## src/rtl/counter_sequencer_pkg.sv

```systemverilog
// Shared state codes and default tick periods for the counter sequencer.
// Default periods assume the 50 MHz board clock.
package counter_sequencer_pkg;

  localparam int DEF_PERIOD_W = 26;
  localparam int unsigned DEF_PERIOD_0 = 50_000_000;
  localparam int unsigned DEF_PERIOD_1 = 5_000_000;
  localparam int unsigned DEF_PERIOD_2 = 500_000;
  localparam int unsigned DEF_PERIOD_3 = 50_000;

  typedef enum logic [1:0] {
    ST_IDLE  = 2'd0,
    ST_RUN   = 2'd1,
    ST_PAUSE = 2'd2,
    ST_DONE  = 2'd3
  } seq_state_t;

endpackage

```

## src/rtl/counter_sequencer_tick_prescaler.sv

```systemverilog
// Free-running prescaler: counts 0..period-1 while run is high and emits a registered
// one-cycle tick on the terminal count. A period of 0 or 1 ticks on every run cycle.
module tick_prescaler #(
  parameter int W = 26
) (
  input  logic         clk_in,
  input  logic         rst_n,
  input  logic [W-1:0] period,
  input  logic         run,
  input  logic         clear,
  output logic         tick
);

  logic [W-1:0] count;
  logic         terminal;

  // >= rather than == so a count left above a shorter period still terminates
  assign terminal = (period <= W'(1)) || (count >= period - W'(1));

  always_ff @(posedge clk_in or negedge rst_n) begin
    if (!rst_n) begin
      count <= '0;
      tick  <= 1'b0;
    end else if (clear) begin
      count <= '0;
      tick  <= 1'b0;
    end else if (run) begin
      tick  <= terminal;
      count <= terminal ? '0 : count + W'(1);
    end else begin
      tick  <= 1'b0;
    end
  end

endmodule

```

## src/rtl/counter_sequencer.sv

```systemverilog
// Run/pause/step/limit controller for an external 8-bit counter: issues count enables at a
// selectable rate, a synchronous clear, and stops at a programmed limit.
module counter_sequencer
  import counter_sequencer_pkg::*;
#(
  parameter int          PERIOD_W = DEF_PERIOD_W,
  parameter int unsigned PERIOD_0 = DEF_PERIOD_0,
  parameter int unsigned PERIOD_1 = DEF_PERIOD_1,
  parameter int unsigned PERIOD_2 = DEF_PERIOD_2,
  parameter int unsigned PERIOD_3 = DEF_PERIOD_3
) (
  input  logic       clk_in,
  input  logic       rst_n,
  input  logic       cmd_start,
  input  logic       cmd_stop,
  input  logic       cmd_step,
  input  logic       cmd_clear,
  input  logic [1:0] rate_sel,
  input  logic [7:0] limit,
  input  logic [7:0] cnt_value,
  output logic       cnt_en,
  output logic       cnt_clr,
  output logic [1:0] state,
  output logic       done
);

  seq_state_t          state_q, state_d;
  logic [1:0]          rate_q;
  logic [PERIOD_W-1:0] period;
  logic                tick, run_en, run_tick, limit_hit;
  logic                presc_clr, cnt_en_d, cnt_clr_d;

  always_comb begin
    period = PERIOD_W'(PERIOD_0);
    case (rate_q)
      2'd1:    period = PERIOD_W'(PERIOD_1);
      2'd2:    period = PERIOD_W'(PERIOD_2);
      2'd3:    period = PERIOD_W'(PERIOD_3);
      default: period = PERIOD_W'(PERIOD_0);
    endcase
  end

  assign run_en    = (state_q == ST_RUN);
  assign run_tick  = run_en && tick;
  assign limit_hit = run_tick && (limit != 8'd0) && (cnt_value == limit);

  tick_prescaler #(.W(PERIOD_W)) u_prescaler (
    .clk_in (clk_in),
    .rst_n  (rst_n),
    .period (period),
    .run    (run_en),
    .clear  (presc_clr),
    .tick   (tick)
  );

  always_ff @(posedge clk_in or negedge rst_n) begin
    if (!rst_n) state_q <= ST_IDLE;
    else        state_q <= state_d;
  end

  // Command priority: clear > stop > start > step; a stop also swallows a RUN tick.
  always_comb begin
    state_d = state_q;
    if (cmd_clear) begin
      state_d = ST_IDLE;
    end else begin
      case (state_q)
        ST_IDLE, ST_PAUSE, ST_DONE: if (!cmd_stop && cmd_start) state_d = ST_RUN;
        ST_RUN: begin
          if (cmd_stop)       state_d = ST_PAUSE;
          else if (limit_hit) state_d = ST_DONE;
        end
        default: state_d = ST_IDLE;
      endcase
    end
  end

  always_comb begin
    cnt_en_d  = 1'b0;
    cnt_clr_d = 1'b0;
    presc_clr = 1'b0;
    if (cmd_clear) begin
      cnt_clr_d = 1'b1;
      presc_clr = 1'b1;
    end else begin
      case (state_q)
        ST_IDLE, ST_PAUSE: cnt_en_d = !cmd_stop && !cmd_start && cmd_step;
        ST_RUN: begin
          cnt_en_d  = !cmd_stop && run_tick && !limit_hit;
          presc_clr = (rate_sel != rate_q);
        end
        ST_DONE: begin
          cnt_clr_d = !cmd_stop && cmd_start;
          presc_clr = !cmd_stop && cmd_start;
        end
        default: cnt_en_d = 1'b0;
      endcase
    end
  end

  always_ff @(posedge clk_in or negedge rst_n) begin
    if (!rst_n) begin
      cnt_en  <= 1'b0;
      cnt_clr <= 1'b0;
      done    <= 1'b0;
      rate_q  <= 2'd0;
    end else begin
      cnt_en  <= cnt_en_d;
      cnt_clr <= cnt_clr_d;
      done    <= (state_d == ST_DONE);
      rate_q  <= rate_sel;
    end
  end

  assign state = state_q;

endmodule
```

## config.mk

```make
export PLATFORM = sky130hd
export DESIGN_NAME = counter_sequencer
export DESIGN_NICKNAME = d
export VERILOG_FILES = /design/src/rtl/counter_sequencer_pkg.sv /design/src/rtl/counter_sequencer_tick_prescaler.sv /design/src/rtl/counter_sequencer.sv
export SDC_FILE = /design/constraint.sdc
export NUM_CORES = 1
export LEC_CHECK = 0
export ABC_AREA = 0
export CAP_MARGIN = 10
export CORE_UTILIZATION = 30
export CTS_CLUSTER_DIAMETER = 80
export DETAILED_ROUTE_END_ITERATION = 10
export PLACE_DENSITY = 0.51
export REMOVE_ABC_BUFFERS = 1
export SETUP_SLACK_MARGIN = 0.15
export SYNTH_ARGS = -nofsm -noshare
export SYNTH_HDL_FRONTEND = slang
export SYNTH_SLANG_ARGS = --single-unit
```

## constraint.sdc

```tcl
create_clock -name clk_in -period 5.7 [get_ports clk_in]
set_input_delay 1.14 -clock clk_in [delete_from_list [all_inputs] [get_ports clk_in]]
set_output_delay 1.14 -clock clk_in [all_outputs]
set_load 0.01 [all_outputs]
```

* Word level (Yosys, flattened, before mapping)
Index checks and enable logic that the tools add are counted.
W data, S select, Z words.
** Word-level totals
- Flip-flop bits (word level) :: 34
- Latch bits :: 0
- RAM bits :: 0
- Bits in read-only memories :: 0
- Output and inout port bits :: 5
- Word-level logic and storage cells :: 54
- Memories :: 0
** Cells by class
- Add/subtract/negate cells :: 2
- Multipliers :: 0
- Div/mod/pow operators :: 0
- Order comparisons :: 2
- Eq/ne operators :: 9
- Shifts and indexed selects :: 0
- Multiplexer cells :: 17
- Bitwise operators :: 0
- Reduce and logical (&&, ||, !) cells :: 17
** Operators with widths (number)
- $mux W26 :: 3
- $pmux W26 S3 :: 1
- $add A26 B1 Y26 const B :: 1
- $ge A26 B26 Y1 :: 1
- $le A26 B1 Y1 const B :: 1
- $sub A26 B1 Y26 const B :: 1
- $eq A2 B2 Y1 const B :: 5
- $eq A8 B8 Y1 :: 1
- $logic_and A1 B1 Y1 :: 8
- $mux W2 :: 4
- $reduce_bool A8 Y1 :: 1
- $mux W1 :: 6
- $eq A2 B1 Y1 const B :: 2
- $pmux W1 S2 :: 2
- $pmux W2 S2 :: 1
- $logic_not A1 Y1 :: 3
- $reduce_or A3 Y1 :: 1
- $logic_not A2 Y1 :: 1
- $ne A2 B2 Y1 :: 1
- $reduce_bool A2 Y1 :: 1
- $reduce_or A2 Y1 :: 1
- $logic_or A1 B1 Y1 :: 1

* Longest topological paths before layout
- Word-level depth :: 9
- Mapped depth :: 14

* Modules after synthesis
Synthesis repeated with hierarchy kept, for this count alone.
** Second synthesis, totals
- Cell total of the unflattened synthesis :: 361
- Area, all modules :: 3062.9 µm²
** By module, submodules not included
- tick_prescaler :: times used 1, cells an instance 301, area each 2491.1 µm², sequential area each 675.6 µm²
- counter_sequencer :: times used 1, cells an instance 60, area each 571.8 µm², sequential area each 175.2 µm²

* Worst setup path before layout
Ideal clock, no wire load.
- Path type :: reg-to-reg
- Start :: reg rate_q[0]
- End :: reg u_prescaler.count[6]
- Setup time :: 0.121 ns
- Arrival :: 2.600 ns
- Setup slack :: 2.979 ns
- Cell stages (with the launch flop) :: 15
- Buffers on the path :: 2
- Period minus slack after synthesis :: 2.721 ns
- Path through :: dfrtp_1 inv_1 ha_1 inv_1 ha_1 nor2_1 ha_1 nand4_1 nor4_4 o2111ai_1 and3_1 buf_6 buf_6 a31o_1 a22o_1
** Between the ends
- Longest elaborated chain between the ends :: 8
- Elaborated cells between the ends (all ways) :: 15
- Classes of those cells :: add/sub: 1; order compare: 2; eq/ne: 4; mux: 6; reduce/logical: 2
** RTL lines
- from (decl) :: RTL line counter_sequencer.sv:28 : logic [1:0] rate_q;
- from (signal assigned) :: RTL line counter_sequencer.sv:111 : rate_q <= rate_sel;
- $eq A2 B2 Y1 or $eq A2 B1 Y1 (tied branches) :: RTL line counter_sequencer.sv:35 : case (rate_q)
- $pmux W26 S3 :: RTL line counter_sequencer.sv:35
- $sub A26 B1 Y26 :: RTL line counter_sequencer_tick_prescaler.sv:18 : assign terminal = (period <= W'(1)) || (count >= period - W'(1));
- $ge A26 B26 Y1 :: RTL line counter_sequencer_tick_prescaler.sv:18
- $logic_or A1 B1 Y1 :: RTL line counter_sequencer_tick_prescaler.sv:18
- $mux W26 :: RTL line counter_sequencer_tick_prescaler.sv:29 : count <= terminal ? '0 : count + W'(1);
- $mux W26 :: RTL line counter_sequencer_tick_prescaler.sv:27 : end else if (run) begin
- $mux W26 :: RTL line counter_sequencer_tick_prescaler.sv:24 : end else if (clear) begin
- to (signal assigned) :: RTL line counter_sequencer_tick_prescaler.sv:29
- to (decl) :: RTL line counter_sequencer_tick_prescaler.sv:14 : logic [W-1:0] count;
Parallel ways exist; a longest one is shown, timed or not. The select of a mux whose other input is x is not followed.
A chain may end at the register's enable or synchronous reset.

* Final worst setup path
- Start :: reg rate_q[0]
- End :: reg u_prescaler.count[23]
The elaborated chain is that of the path after synthesis.

==> metrics <==
Nets 375; Total Routing Usage GR 16.2%; pwr/cell area 174 nW/µm²; pin count of the biggest net entering global routing 35; #FFs+latches synth 34; DRT Pass-1 Iters 4; ANT nets after route 0; mux contribution to synthesized area 0.388%; largest area contributor in the netlist dfrtp_1; startpoint types flop; xor/xnor share of the synthesized area 3.39%; clock-pin slew on the worst setup and hold paths 0.07 ns; row count 33; DRT iter0 DRCs 127; Mapped Cells 294; Synth Area in Adders 14.1%; TritonCTS Buffers 5; Final HPWL DP 5090 µm; Ant. Diodes 0; Post-synth EDFFs 0; GRT overflow 0; Post-Synth Simple-Gate Area 25.8%; Starting Density 31.3%; Hold WC Path Type flop to flop; Post-CTS Hold Fix Bufs 0; crit end category flop; fin crit period 3.41 ns; Core ar. 8260 µm²; Mapped Area 2580 µm²; Vias 2310; # DRC 0; Mean Syn Cell Area 8.78 µm²; vias in the first global route 2212; total die area 8980 µm²; I/O Buffers 28; status complete, no violations; post-route setup TNS 0 ns; gpl congestion 0.817; endpoints failing setup 0; Crit path required time 5.87 ns; Synth async-reset ratio 100%; Skew-Pair Late Insertion Delay 0.29 ns; Leakage 1.30 nW; Setup Skew 0.00454 ns; max frequency 294 MHz; Worst Hold Slack 0.565 ns; top-count cell post-synth dfrtp_1; Via density 5.40; crit-path max FO 23; number of fill cells 829; most frequent cells after synthesis 34 x dfrtp_1, 29 x ha_1, 26 x nand2_1; Root Buffer clkbuf_8; distinct cell type count after synthesis 53; Hold Fails Final Rpt 0; post-cts resize count 0; worst slack, placed 2.27 ns; period utilisation layout 59.8%; Syn-to-layout area delta 18.1%; Crit Path Class flop to flop; leading post-synthesis cells by cell area dfrtp_1 33%, ha_1 14%, nand2_1 3.8%, nand4_1 3.4%, nand3_1 3.3%; Least-Margin Pin Slew 1.13 ns; Sink Count 34; die height 94.8 µm; fin. max-slew vios 0; first-pass GRT wire length 11300 µm; CTS tree yes; Worst slew margin 24.4%; main combinational cell family by area after synthesis simple AND/OR/NAND/NOR gates; final wirelength 6790 µm; Core Util, Final 36.9%; mean routed wirelength per cell 15.9 µm; layout cells sized above 1 6.81%; top-area cell type share of the netlist area 33.0%; CTS H-Tree Depth 2; final worst slack 2.29 ns; Yosys warnings 0; Max IR drop VDD 0.0000781 V; Design Power 529 µW; Worst EP arrival 3.58 ns; Top Ports 29; Max Root-Sink Buffers 2; ys flop type dfrtp_1; Seq/Total Area, Yosys 33.0%; Die W 94.8 µm; max capacitance violation total 0; initial antenna violation count 0; RSZ-0062 raised after global routing no; Post-CTS Setup Repair Bufs 0; Compound-Gate Fraction of Synth Area 18.5%
-- flip-flops by register name (all words and copies together) (netlist names) --
name               cells
u_prescaler.count     26
rate_q                 2
state                  2
cnt_clr                1
cnt_en                 1
done                   1
u_prescaler.tick       1
-- final timing paths --
check / from / endpoint / slack [ns] / depth (start not counted)
max reg2reg: rate_q[0] / u_prescaler.count[23] / 2.29 / 10
min in group asynchronous: rst_n / u_prescaler.count[11] / 0.97 / 1
min: u_prescaler.count[25] / u_prescaler.count[25] / 0.57 / 2
max in group asynchronous: rst_n / u_prescaler.count[22] / 4.15 / 1
max: rate_q[0] / u_prescaler.count[23] / 2.29 / 10
min reg2reg: u_prescaler.count[25] / u_prescaler.count[25] / 0.57 / 2
-- cell families (layout without fill, tap and decap cells) --
group                      after synthesis  count (layout)
muxes                                    1               1
adders and majority gates               29              29
and+or+nand+nor                        122             122
xor gates and xnor gates                10              10
other                                    1               2
buffers and inverters                   28              56
DFF                                     34              34
AOI/OAI and AO/OA                       69              69
-- layout make-up --
cell class | count | area, µm² | share of cell area [%]
Clock buffer | 7 | 86.3 | 2.83
Clock inverter | 1 | 5.00 | 0.164
Inverter | 18 | 67.6 | 2.22
Multi-Input combinational cell | 233 | 1620 | 53.1
Sequential cell | 34 | 851 | 27.9
Tap cell | 105 | 131 | 4.31
Timing Repair Buffer | 30 | 290 | 9.52
-- worst max-delay path, cell delays in order (launching register included) --
cell	delay [ns]
dfrtp_1	0.48
inv_1	0.16
ha_1	0.22
inv_1	0.14
ha_1	0.27
and3_4	0.19
a221o_1	0.35
a22oi_2	0.13
and3_1	0.79
nand2_4	0.16
o311ai_0	0.37
-- where the power goes --
group	total (mW)	switching [mW]	internal, mW
Sequential	0.253	0.00717	0.245
Clock	0.191	0.0938	0.0976
Combinational	0.0854	0.0449	0.0405
-- metrics by stage --
stage / cell area [µm²] / cells
final: 3050 / 428
after global routing: 3050 / 428
after CTS: 3050 / 428
after detailed placement: 2960 / 420
after global placement: 2960 / 420
after floorplan: 2530 / 285
-- cell usage in the layout, fill, tap and decap left out, types with 3 or more instances in the layout --
| cell | netlist | routed |
|---|---|---|
| clkbuf_8 | 0 | 6 |
| ha_1 | 29 | 29 |
| xnor2_1 | 9 | 9 |
| nand2_1 | 26 | 26 |
| a21oi_1 | 9 | 9 |
| o21ai_0 | 10 | 10 |
| nor3_1 | 6 | 6 |
| and4_1 | 3 | 3 |
| inv_1 | 18 | 18 |
| a31o_2 | 3 | 3 |
| or4_1 | 6 | 6 |
| a22o_1 | 6 | 6 |
| a31o_1 | 3 | 3 |
| dfrtp_1 | 34 | 34 |
| nand2b_1 | 3 | 3 |
| nor2_1 | 21 | 21 |
| o21a_1 | 4 | 4 |
| and3_1 | 10 | 10 |
| nand3_1 | 17 | 17 |
| o21ai_1 | 4 | 4 |
| clkdlybuf4s50_1 | 0 | 27 |
| and2_1 | 3 | 3 |
| a31oi_1 | 11 | 11 |
| o22ai_1 | 4 | 3 |
| nand4_1 | 14 | 14 |
-- per-layer routing --
layer  track usage, %  share of wire (%)  vias up
li1                 -                  -     1156
met1             21.7                 48     1106
met2             26.4                 47       35
met3             2.42                2.8       13
met4             6.06                2.2        0
met5                0                  0        -
Note: power is estimated with default switching activity, not from simulation.
